File: src/rtl/band_pulse_pkg.sv
// Shared defaults, constants and helpers for the multi-channel band pulse array.
// The rate counter width must be at most 32 bits.
package band_pulse_pkg;

   localparam int N_CH_DEF       = 8;
   localparam int HIST_DEPTH_DEF = 24;
   localparam int STRETCH_DEF    = 20;
   localparam int RETRIG_DEF     = 0;
   localparam int CNT_W_DEF      = 24;
   localparam int TAP_TRIG_DEF   = 1;
   localparam int TAP_PAT_DEF    = 4;
   localparam int FRZ_LO_DEF     = 1;
   localparam int FRZ_HI_DEF     = 4;
   localparam int SNAP_CODE_DEF  = 3;

   localparam int SC_W = 6;

   function automatic logic in_freeze(input logic [3:0] code, input int lo, input int hi);
      int c;
      c = {28'd0, code};
      return (c > lo) && (c <= hi);
   endfunction

   function automatic logic [31:0] sat_inc(input logic [31:0] v, input logic inc,
                                           input logic [31:0] max);
      if (inc && (v < max)) return v + 32'd1;
      return v;
   endfunction

endpackage

File: src/rtl/band_pulse_chan.sv
// One antenna channel: edge detect, pulse stretch, freezable history,
// trigger snapshot and the per-window saturating pulse counter.
module band_pulse_chan
   import band_pulse_pkg::*;
#(
   parameter int HIST_DEPTH = HIST_DEPTH_DEF,
   parameter int STRETCH    = STRETCH_DEF,
   parameter int RETRIG     = RETRIG_DEF,
   parameter int CNT_W      = CNT_W_DEF,
   parameter int TAP_TRIG   = TAP_TRIG_DEF,
   parameter int TAP_PAT    = TAP_PAT_DEF
) (
   input  logic                  clk_i,
   input  logic                  rst_ni,
   input  logic                  ant_i,
   input  logic                  mask_i,
   input  logic                  freeze_i,
   input  logic                  snap_i,
   input  logic                  bnd_i,
   output logic                  trig_o,
   output logic                  pat_o,
   output logic [HIST_DEPTH-1:0] pattern_o,
   output logic [CNT_W-1:0]      rate_o,
   output logic                  sat_o
);

   localparam logic [CNT_W-1:0] CNT_MAX = '1;

   logic                  ant_q;
   logic [SC_W-1:0]       sc_q, sc_d;
   logic [HIST_DEPTH-1:0] hist_q, hist_d, pat_q, pat_d;
   logic [CNT_W-1:0]      cnt_q, cnt_d, rate_q, rate_d;
   logic                  sat_q, sat_d;
   logic                  ev, st, acc;

   always_comb begin
      ev     = ant_i & ~ant_q;
      st     = (sc_q != '0);
      acc    = ev & ~st;
      sc_d   = sc_q;
      hist_d = hist_q;
      pat_d  = pat_q;
      cnt_d  = cnt_q;
      rate_d = rate_q;
      sat_d  = sat_q;
      // A retrigger reloads the width but is never counted as a new pulse.
      if (ev && (!st || (RETRIG != 0))) sc_d = SC_W'(STRETCH);
      else if (st)                      sc_d = sc_q - 1'b1;
      if (!freeze_i) hist_d = {hist_q[HIST_DEPTH-2:0], st};
      if (snap_i)    pat_d  = hist_q;
      if (bnd_i) begin
         rate_d = CNT_W'(sat_inc(32'(cnt_q), acc, 32'(CNT_MAX)));
         sat_d  = (rate_d == CNT_MAX);
         cnt_d  = '0;
      end else begin
         cnt_d  = CNT_W'(sat_inc(32'(cnt_q), acc, 32'(CNT_MAX)));
      end
   end

   always_ff @(posedge clk_i or negedge rst_ni) begin
      if (!rst_ni) begin
         ant_q  <= 1'b0;
         sc_q   <= '0;
         hist_q <= '0;
         pat_q  <= '0;
         cnt_q  <= '0;
         rate_q <= '0;
         sat_q  <= 1'b0;
      end else begin
         ant_q  <= ant_i;
         sc_q   <= sc_d;
         hist_q <= hist_d;
         pat_q  <= pat_d;
         cnt_q  <= cnt_d;
         rate_q <= rate_d;
         sat_q  <= sat_d;
      end
   end

   assign trig_o    = hist_q[TAP_TRIG] & mask_i;
   assign pat_o     = hist_q[TAP_PAT] & mask_i;
   assign pattern_o = pat_q;
   assign rate_o    = rate_q;
   assign sat_o     = sat_q;

endmodule

File: src/rtl/band_pulse_array.sv
// N_CH-channel band pulse block: shared window edge detect and trigger-code
// decode feeding one band_pulse_chan per antenna, with packed outputs.
module band_pulse_array
   import band_pulse_pkg::*;
#(
   parameter int N_CH       = N_CH_DEF,
   parameter int HIST_DEPTH = HIST_DEPTH_DEF,
   parameter int STRETCH    = STRETCH_DEF,
   parameter int RETRIG     = RETRIG_DEF,
   parameter int CNT_W      = CNT_W_DEF,
   parameter int TAP_TRIG   = TAP_TRIG_DEF,
   parameter int TAP_PAT    = TAP_PAT_DEF,
   parameter int FRZ_LO     = FRZ_LO_DEF,
   parameter int FRZ_HI     = FRZ_HI_DEF,
   parameter int SNAP_CODE  = SNAP_CODE_DEF
) (
   input  logic                       clk_r2,
   input  logic                       reset,
   input  logic [N_CH-1:0]            ant_in,
   input  logic [N_CH-1:0]            mask,
   input  logic [3:0]                 trigger_shifter,
   input  logic                       window_msb,
   output logic [N_CH-1:0]            ant_trig,
   output logic [N_CH-1:0]            ant_pat,
   output logic [N_CH*HIST_DEPTH-1:0] band_pattern,
   output logic [N_CH*CNT_W-1:0]      rate,
   output logic [N_CH-1:0]            rate_sat,
   output logic                       rate_valid
);

   logic w1_q, w2_q, valid_q;
   logic bnd, freeze, snap;

   always_ff @(posedge clk_r2 or negedge reset) begin
      if (!reset) begin
         w1_q    <= 1'b0;
         w2_q    <= 1'b0;
         valid_q <= 1'b0;
      end else begin
         w1_q    <= window_msb;
         w2_q    <= w1_q;
         valid_q <= bnd;
      end
   end

   // Only a rising MSB closes a window; the falling half-second is ignored.
   assign bnd        = w1_q & ~w2_q;
   assign freeze     = in_freeze(trigger_shifter, FRZ_LO, FRZ_HI);
   assign snap       = (trigger_shifter == 4'(SNAP_CODE));
   assign rate_valid = valid_q;

   for (genvar c = 0; c < N_CH; c++) begin : g_chan
      band_pulse_chan #(
         .HIST_DEPTH(HIST_DEPTH),
         .STRETCH   (STRETCH),
         .RETRIG    (RETRIG),
         .CNT_W     (CNT_W),
         .TAP_TRIG  (TAP_TRIG),
         .TAP_PAT   (TAP_PAT)
      ) u_chan (
         .clk_i    (clk_r2),
         .rst_ni   (reset),
         .ant_i    (ant_in[c]),
         .mask_i   (mask[c]),
         .freeze_i (freeze),
         .snap_i   (snap),
         .bnd_i    (bnd),
         .trig_o   (ant_trig[c]),
         .pat_o    (ant_pat[c]),
         .pattern_o(band_pattern[c*HIST_DEPTH +: HIST_DEPTH]),
         .rate_o   (rate[c*CNT_W +: CNT_W]),
         .sat_o    (rate_sat[c])
      );
   end

endmodule
File: config.mk
export PLATFORM = sky130hd
export DESIGN_NAME = band_pulse_array
export DESIGN_NICKNAME = d
export VERILOG_FILES = /design/src/rtl/band_pulse_pkg.sv /design/src/rtl/band_pulse_chan.sv /design/src/rtl/band_pulse_array.sv
export SDC_FILE = /design/constraint.sdc
export NUM_CORES = 1
export LEC_CHECK = 0
export CAP_MARGIN = 15
export CORE_AREA = 5 5 260 287
export DETAILED_ROUTE_END_ITERATION = 8
export DIE_AREA = 0 0 265 292
export PLACE_DENSITY = 0.76
export SLEW_MARGIN = 10
export SYNTH_ARGS = -nofsm -noshare
export SYNTH_HDL_FRONTEND = slang
export SYNTH_SLANG_ARGS = --single-unit
File: constraint.sdc
create_clock -name clk_r2 -period 2.8 [get_ports clk_r2]
set_input_delay 0.28 -clock clk_r2 [delete_from_list [all_inputs] [get_ports clk_r2]]
set_output_delay 0.28 -clock clk_r2 [all_outputs]
set_load 0.01 [all_outputs]
# Word-level counts from Yosys, hierarchy flattened
# Index checks and enable logic that the tools add are counted.
[totals]
elab_cells = 273
output_inout_bits = 409
regBits = 835
[classes]
muxes = 80
bitwise_logic = 50
addsub = 16
n_lt_le_gt_ge = 10
n_reduce_logical = 49
eq_ne = 9
[ops]
columns = ["operator", "count"]
rows = [
  ["24-bit 2-to-1 mux", 40],
  ["24-bit by 1-bit adder with 24-bit output (second input constant)", 8],
  ["24-bit == test (second input constant)", 8],
  ["24-bit less-than comparator (second input constant)", 8],
  ["6-bit 2-to-1 mux", 16],
  ["6-bit nonzero test", 8],
  ["6-bit by 1-bit subtractor with 6-bit output (second input constant)", 8],
  ["1-bit AND", 33],
  ["2-bit nonzero test", 16],
  ["1-bit 2-to-1 mux", 24],
  ["1-bit logical AND", 17],
  ["1-bit inverter", 17],
  ["1-bit zero test", 8],
  ["4-bit by 2-bit == test with 1-bit output (second input constant)", 1],
  ["4-bit by 1-bit > comparator with 1-bit output (second input constant)", 1],
  ["4-bit by 3-bit less-or-equal comparator with 1-bit output (second input constant)", 1],
]

# Logic depth before layout (Yosys ltp)
[logic_depth]
ltp_word = 9
ltp_mapped = 10
ltp_nobuf = 9

# By module
# From an unflattened synthesis, not the netlist that was laid out.
[unflattened]
hier_cells = 3193
hier_area_um2 = 36588.8
[modules_own_cells]
columns = ["module", "cells_per_inst", "instances", "area_each_um2", "seq_area_each_um2"]
rows = [
  ["band_pulse_chan", 398, 8, 4559.4, 2602.5],
  ["band_pulse_array", 9, 1, 113.9, 75.1],
]

# Least setup slack after synthesis
# OpenSTA, ideal clock, no wires.
[synth_path]
path_type = "flip-flop to flip-flop"
startpoint = "register g_chan[1].u_chan.cnt_q[0]"
endpoint = "register g_chan[1].u_chan.sat_q"
n_path_buf = 0
stages_incl_launch_ff = 9
synth_period_minus_slack_ns = 2.709
setup_ns = 0.092
t_required_ns = 2.708
setup_slack_ns = 0.091
arrival_time_ns = 2.618
cell_sequence = "dfrtp_1 -> ha_1 -> nand4_1 -> nor3_2 -> a2111oi_1 -> xnor2_1 -> or4_1 -> a2111o_1 -> o31ai_2"
[synth_between]
elab_chain_len = 7
[synth_lines]
columns = ["item", "line", "rtl"]
rows = [
  ["start, declared", "band_pulse_chan.sv:32", "logic [CNT_W-1:0] cnt_q, cnt_d, rate_q, rate_d;"],
  ["start signal, assigned", "band_pulse_chan.sv:74", "cnt_q <= cnt_d;"],
  ["24-bit less-than comparator", "band_pulse_pkg.sv:26", "if (inc && (v < max)) return v + 32'd1;"],
  ["1-bit logical AND", "band_pulse_pkg.sv:26", ""],
  ["1-bit 2-to-1 mux", "band_pulse_pkg.sv:26", ""],
  ["1-bit 2-to-1 mux", "band_pulse_chan.sv:51", "if (bnd_i) begin"],
  ["24-bit 2-to-1 mux (*)", "band_pulse_pkg.sv:27", "return v;"],
  ["24-bit 2-to-1 mux (*)", "band_pulse_chan.sv:51", ""],
  ["24-bit == test (*)", "band_pulse_chan.sv:53", "sat_d = (rate_d == CNT_MAX);"],
  ["end signal, assigned", "band_pulse_chan.sv:76", "sat_q <= sat_d;"],
  ["end, declared", "band_pulse_chan.sv:33", "logic sat_q, sat_d;"],
]
# Every way passes the cells marked *; elsewhere a longest branch is shown, timed or not. The select of a mux whose other input is x is not followed.
# A chain may end at the register's enable or synchronous reset.

# Final worst setup path
[layout_path]
startpoint = "register g_chan[6].u_chan.sc_q[1]"
endpoint = "register g_chan[6].u_chan.sat_q"
[layout_between]
elab_chain_len = 9
[layout_lines]
columns = ["item", "line", "rtl"]
rows = [
  ["start, declared", "band_pulse_chan.sv:30", "logic [SC_W-1:0] sc_q, sc_d;"],
  ["start signal, assigned", "band_pulse_chan.sv:63", "sc_q <= '0;"],
  ["start signal, assigned", "band_pulse_chan.sv:71", "sc_q <= sc_d;"],
  ["6-bit nonzero test", "band_pulse_chan.sv:38", "st = (sc_q != '0);"],
  ["1-bit inverter", "band_pulse_chan.sv:39", "acc = ev & ~st;"],
  ["1-bit AND", "band_pulse_chan.sv:39", ""],
  ["1-bit logical AND", "band_pulse_pkg.sv:26", ""],
  ["1-bit 2-to-1 mux", "band_pulse_pkg.sv:26", ""],
  ["1-bit 2-to-1 mux", "band_pulse_chan.sv:51", ""],
  ["24-bit 2-to-1 mux", "band_pulse_pkg.sv:27", ""],
  ["24-bit 2-to-1 mux", "band_pulse_chan.sv:51", ""],
  ["24-bit == test", "band_pulse_chan.sv:53", ""],
  ["end signal, assigned", "band_pulse_chan.sv:76", ""],
  ["end, declared", "band_pulse_chan.sv:33", ""],
]
# Every way passes these cells. The select of a mux whose other input is x is not followed.

==> flow_summary.json <==
{
  "finClkSkew_ns": 0.0245,
  "clk_pin_slew_ns": 0.06,
  "status": "finished clean",
  "required_ns": 3.33,
  "first_pass_iters": 5,
  "die_x_um": 265,
  "syn_area_sq_um": 35900,
  "synth_edf_count": 0,
  "p_clk_share_pct": 34.1,
  "syn_inst": 3514,
  "coreArea_sq_um": 71400,
  "fp-row-count": 103,
  "grt_pass1_wl_um": 147000,
  "crit_path_end_kind": "register",
  "drive_above_1_share_pct": 14.8,
  "final.fill_count": 5673,
  "grt_util_met3_pct": 5.22,
  "vias_per_cell": 5.34,
  "dieArea_sq_um": 77400,
  "clock_sinks": 835,
  "switching_power_uw": 9300,
  "hold_violations": 0,
  "h-tree-depth": 3,
  "maxSlewHeadroom_pct": 41.7,
  "wl_um": 90900,
  "grt_start_max_net_pins": 109,
  "worstSetupPathType": "register to register",
  "final_nets": 4076,
  "fp.dieH_um": 292,
  "sw_frac_of_total_pct": 27.4,
  "areaGrowthSynthToFinish_pct": 26.6,
  "setup_ws_ns": 0.0614,
  "port_buffers": 431,
  "grt-ovfl-total": 0,
  "clock_latency_ns": 0.62,
  "ys.flop_type": "dfrtp_1",
  "ys_seq_area_share_pct": 58.1,
  "critPathMaxFanout": 3,
  "crit_arrival_ns": 3.27,
  "ys_types": 93,
  "setup_viol": 0,
  "leakagePower_uw": 0.0202,
  "synth.net_count": 3561,
  "max-vdd-ir-drop_mv": 0.493,
  "globalplace.congestion": 0.898,
  "dp_worst_setup_slack_ns": -0.127,
  "min_period_ns": 2.74,
  "fin_crit_sh_pct": 97.8,
  "wl_per_cell_um": 18.0,
  "rsz0062_at_grt": "yes",
  "postRouteAntennaNets": 0,
  "dp_hpwl_um": 64200,
  "met1_usage_pct": 30.7,
  "ys_ff_latch": 835,
  "start_util_pct": 50.3,
  "internal_power_uw": 24700,
  "hold_path.class": "input pin to register",
  "slew_viol_final": 0,
  "cap_violations": 0,
  "seqPwrFrac_pct": 46.5,
  "combinationalPowerShare_pct": 19.4,
  "busiest_layer": "met2",
  "synth_area_per_cell_sq_um": 10.2,
  "grt_pass1_vias": 27200,
  "clock_path_buffers": 3,
  "place_area_sq_um": 42300,
  "power_density_nw_per_um2": 746,
  "cts_made_buffers": 85,
  "stdcell_area_sq_um": 45500,
  "fmax_mhz": 365,
  "ys_warn_count": 0,
  "worst_pin_slew_ns": 0.875,
  "met2_usage_pct": 38.1,
  "antenna_found_initial": 2,
  "clockRootBuffer": "clkbuf_16",
  "vias": 26900,
  "drc_errors": 0,
  "ios": 432,
  "drtIter0Drc": 1762,
  "async_flop_share_pct": 100,
  "critPathLaunchType": "register",
  "cts_tree": "done",
  "antenna_cells_inserted": 0,
  "grt.total_usage_pct": 23.1
}
[per-layer routing]
layer	part of all wire, %	vias to the layer above
met2	48	662
met3	6.4	146
met4	3.0	4
met5	0.030	-
met1	42	13200
li1	-	12900
[path summary, 6_finish.rpt]
kind                                        startpoint                     endpoint  slack [ns]  cells after the start
max in group asynchronous                        reset    g_chan[0].u_chan.cnt_q[9]        1.61                      3
min in group asynchronous                        reset  g_chan[4].u_chan.hist_q[23]        0.22                      2
min reg2reg                g_chan[3].u_chan.hist_q[23]  g_chan[3].u_chan.hist_q[23]        0.46                      2
max                           g_chan[6].u_chan.sc_q[1]       g_chan[6].u_chan.sat_o        0.06                      9
max reg2reg                   g_chan[6].u_chan.sc_q[1]       g_chan[6].u_chan.sat_o        0.06                      9
min                                         window_msb                         w1_q        0.13                      1
[cell type report]
| cell class | count | area (sq um) | area share [%] |
|---|---|---|---|
| Clock buffer | 123 | 2510 | 5.52 |
| Multi-Input combinational cell | 2431 | 14300 | 31.4 |
| Tap cell | 945 | 1180 | 2.60 |
| Clock inverter | 29 | 368 | 0.808 |
| Timing Repair Buffer | 629 | 6090 | 13.4 |
| Sequential cell | 835 | 20900 | 45.9 |
| Inverter | 47 | 181 | 0.399 |
[state kept, by name (all words and copies together), names as in the netlist]
| register | count |
|---|---|
| g_chan.u_chan.hist_q | 192 |
| rate_valid | 1 |
| g_chan.u_chan.rate_o | 192 |
| g_chan.u_chan.cnt_q | 192 |
| g_chan.u_chan.sc_q | 48 |
| g_chan.u_chan.ant_q | 8 |
| g_chan.u_chan.pattern_o | 192 |
| w1_q | 1 |
| g_chan.u_chan.sat_o | 8 |
| w2_q | 1 |
[kinds of logic after synthesis]
family	after synthesis	share of synthesized area, %
simple gates	1638	20.9
flops	835	58.1
compound gates	388	6.55
buf+inv	248	2.89
mux	215	6.67
xor+xnor	166	4.04
fa+ha+maj	24	0.835
[cell usage after synthesis, types with 46 or more instances]
cell type / instances / area [sq um]
nand2_1: 854 / 3210
dfrtp_1: 835 / 20900
nor2_1: 290 / 1090
o21ai_0: 229 / 1150
mux2_2: 195 / 2200
clkbuf_1: 158 / 593
nand3_1: 102 / 510
xnor2_1: 96 / 841
nand4_1: 77 / 482
xor2_1: 70 / 613
nor3_1: 60 / 300
and2_1: 46 / 288
inv_1: 46 / 173
[placed cells by master, fill, tap and decap left out, drive strengths merged, types with 6 or more instances in the layout]
cell type	synthesis	routed
xnor2	96	96
or3	23	23
o211ai	14	14
nand3	103	103
o31ai	17	17
and3	27	27
nor3	68	68
and4	26	26
or4	16	16
nor2	290	290
nand4b	9	9
and2	46	46
mux2	195	195
nand2b	21	21
ha	24	24
a21o	14	14
inv	46	50
nand4	79	79
or2	6	6
dfrtp	835	835
bufinv	0	7
clkbuf	158	123
clkdlybuf4s50	0	430
mux2i	20	20
o21ai	232	232
xor2	70	70
nor4b	11	11
a2111oi	12	12
nor2b	9	9
nor3b	6	6
buf	43	198
a31oi	8	8
nor4	25	25
and3b	9	9
a21oi	38	38
clkinv	1	16
nand2	854	854
[critical path, stage by stage (launching register included)]
cell and delay (ns):
dfrtp_1 0.40, inv_2 0.10, ha_4 0.14, and4bb_2 0.25, nand4_1 0.12, o21ba_1 0.21
a2111o_1 0.34, or4_1 0.51, a2111o_1 0.40, o31ai_2 0.17
[what timing repair did]
item / in CTS / in global routing
endpoints found under the setup margin: 4 / 8
gates resized for setup: 8 / 48
buffers inserted: 1 / 12
pin swaps: 2 / 21
hold buffers: 1 / 0
hold endpoints to repair: 46 / 0
[power by group through the flow]
stage          clock network (uW)  logic (uW)  registers [uW]
2_1_floorplan                   0        2770           16000
3_3_place_gp                    0        6340           15900
3_5_place_dp                    0        6570           16000
4_1_cts                     11900        6630           15800
5_1_grt                     12300        7250           16100
6_report                    11600        6590           15800
[through the flow]
stage               power (uW)  cells  utilization [%]  hold slack, ns  TNS (ns)
floorplan                18700   3514                -         -0.0156         0
global placement         22200   4873             59.2           0.300    -0.262
detailed placement       22500   4873             59.2           0.301    -0.379
CTS                      34200   5027             63.3          0.0852         0
global route             35600   5039             63.7           0.109    -0.135
finish                   34000   5039             63.7           0.125         0
Note: power is estimated with default switching activity, not from simulation.
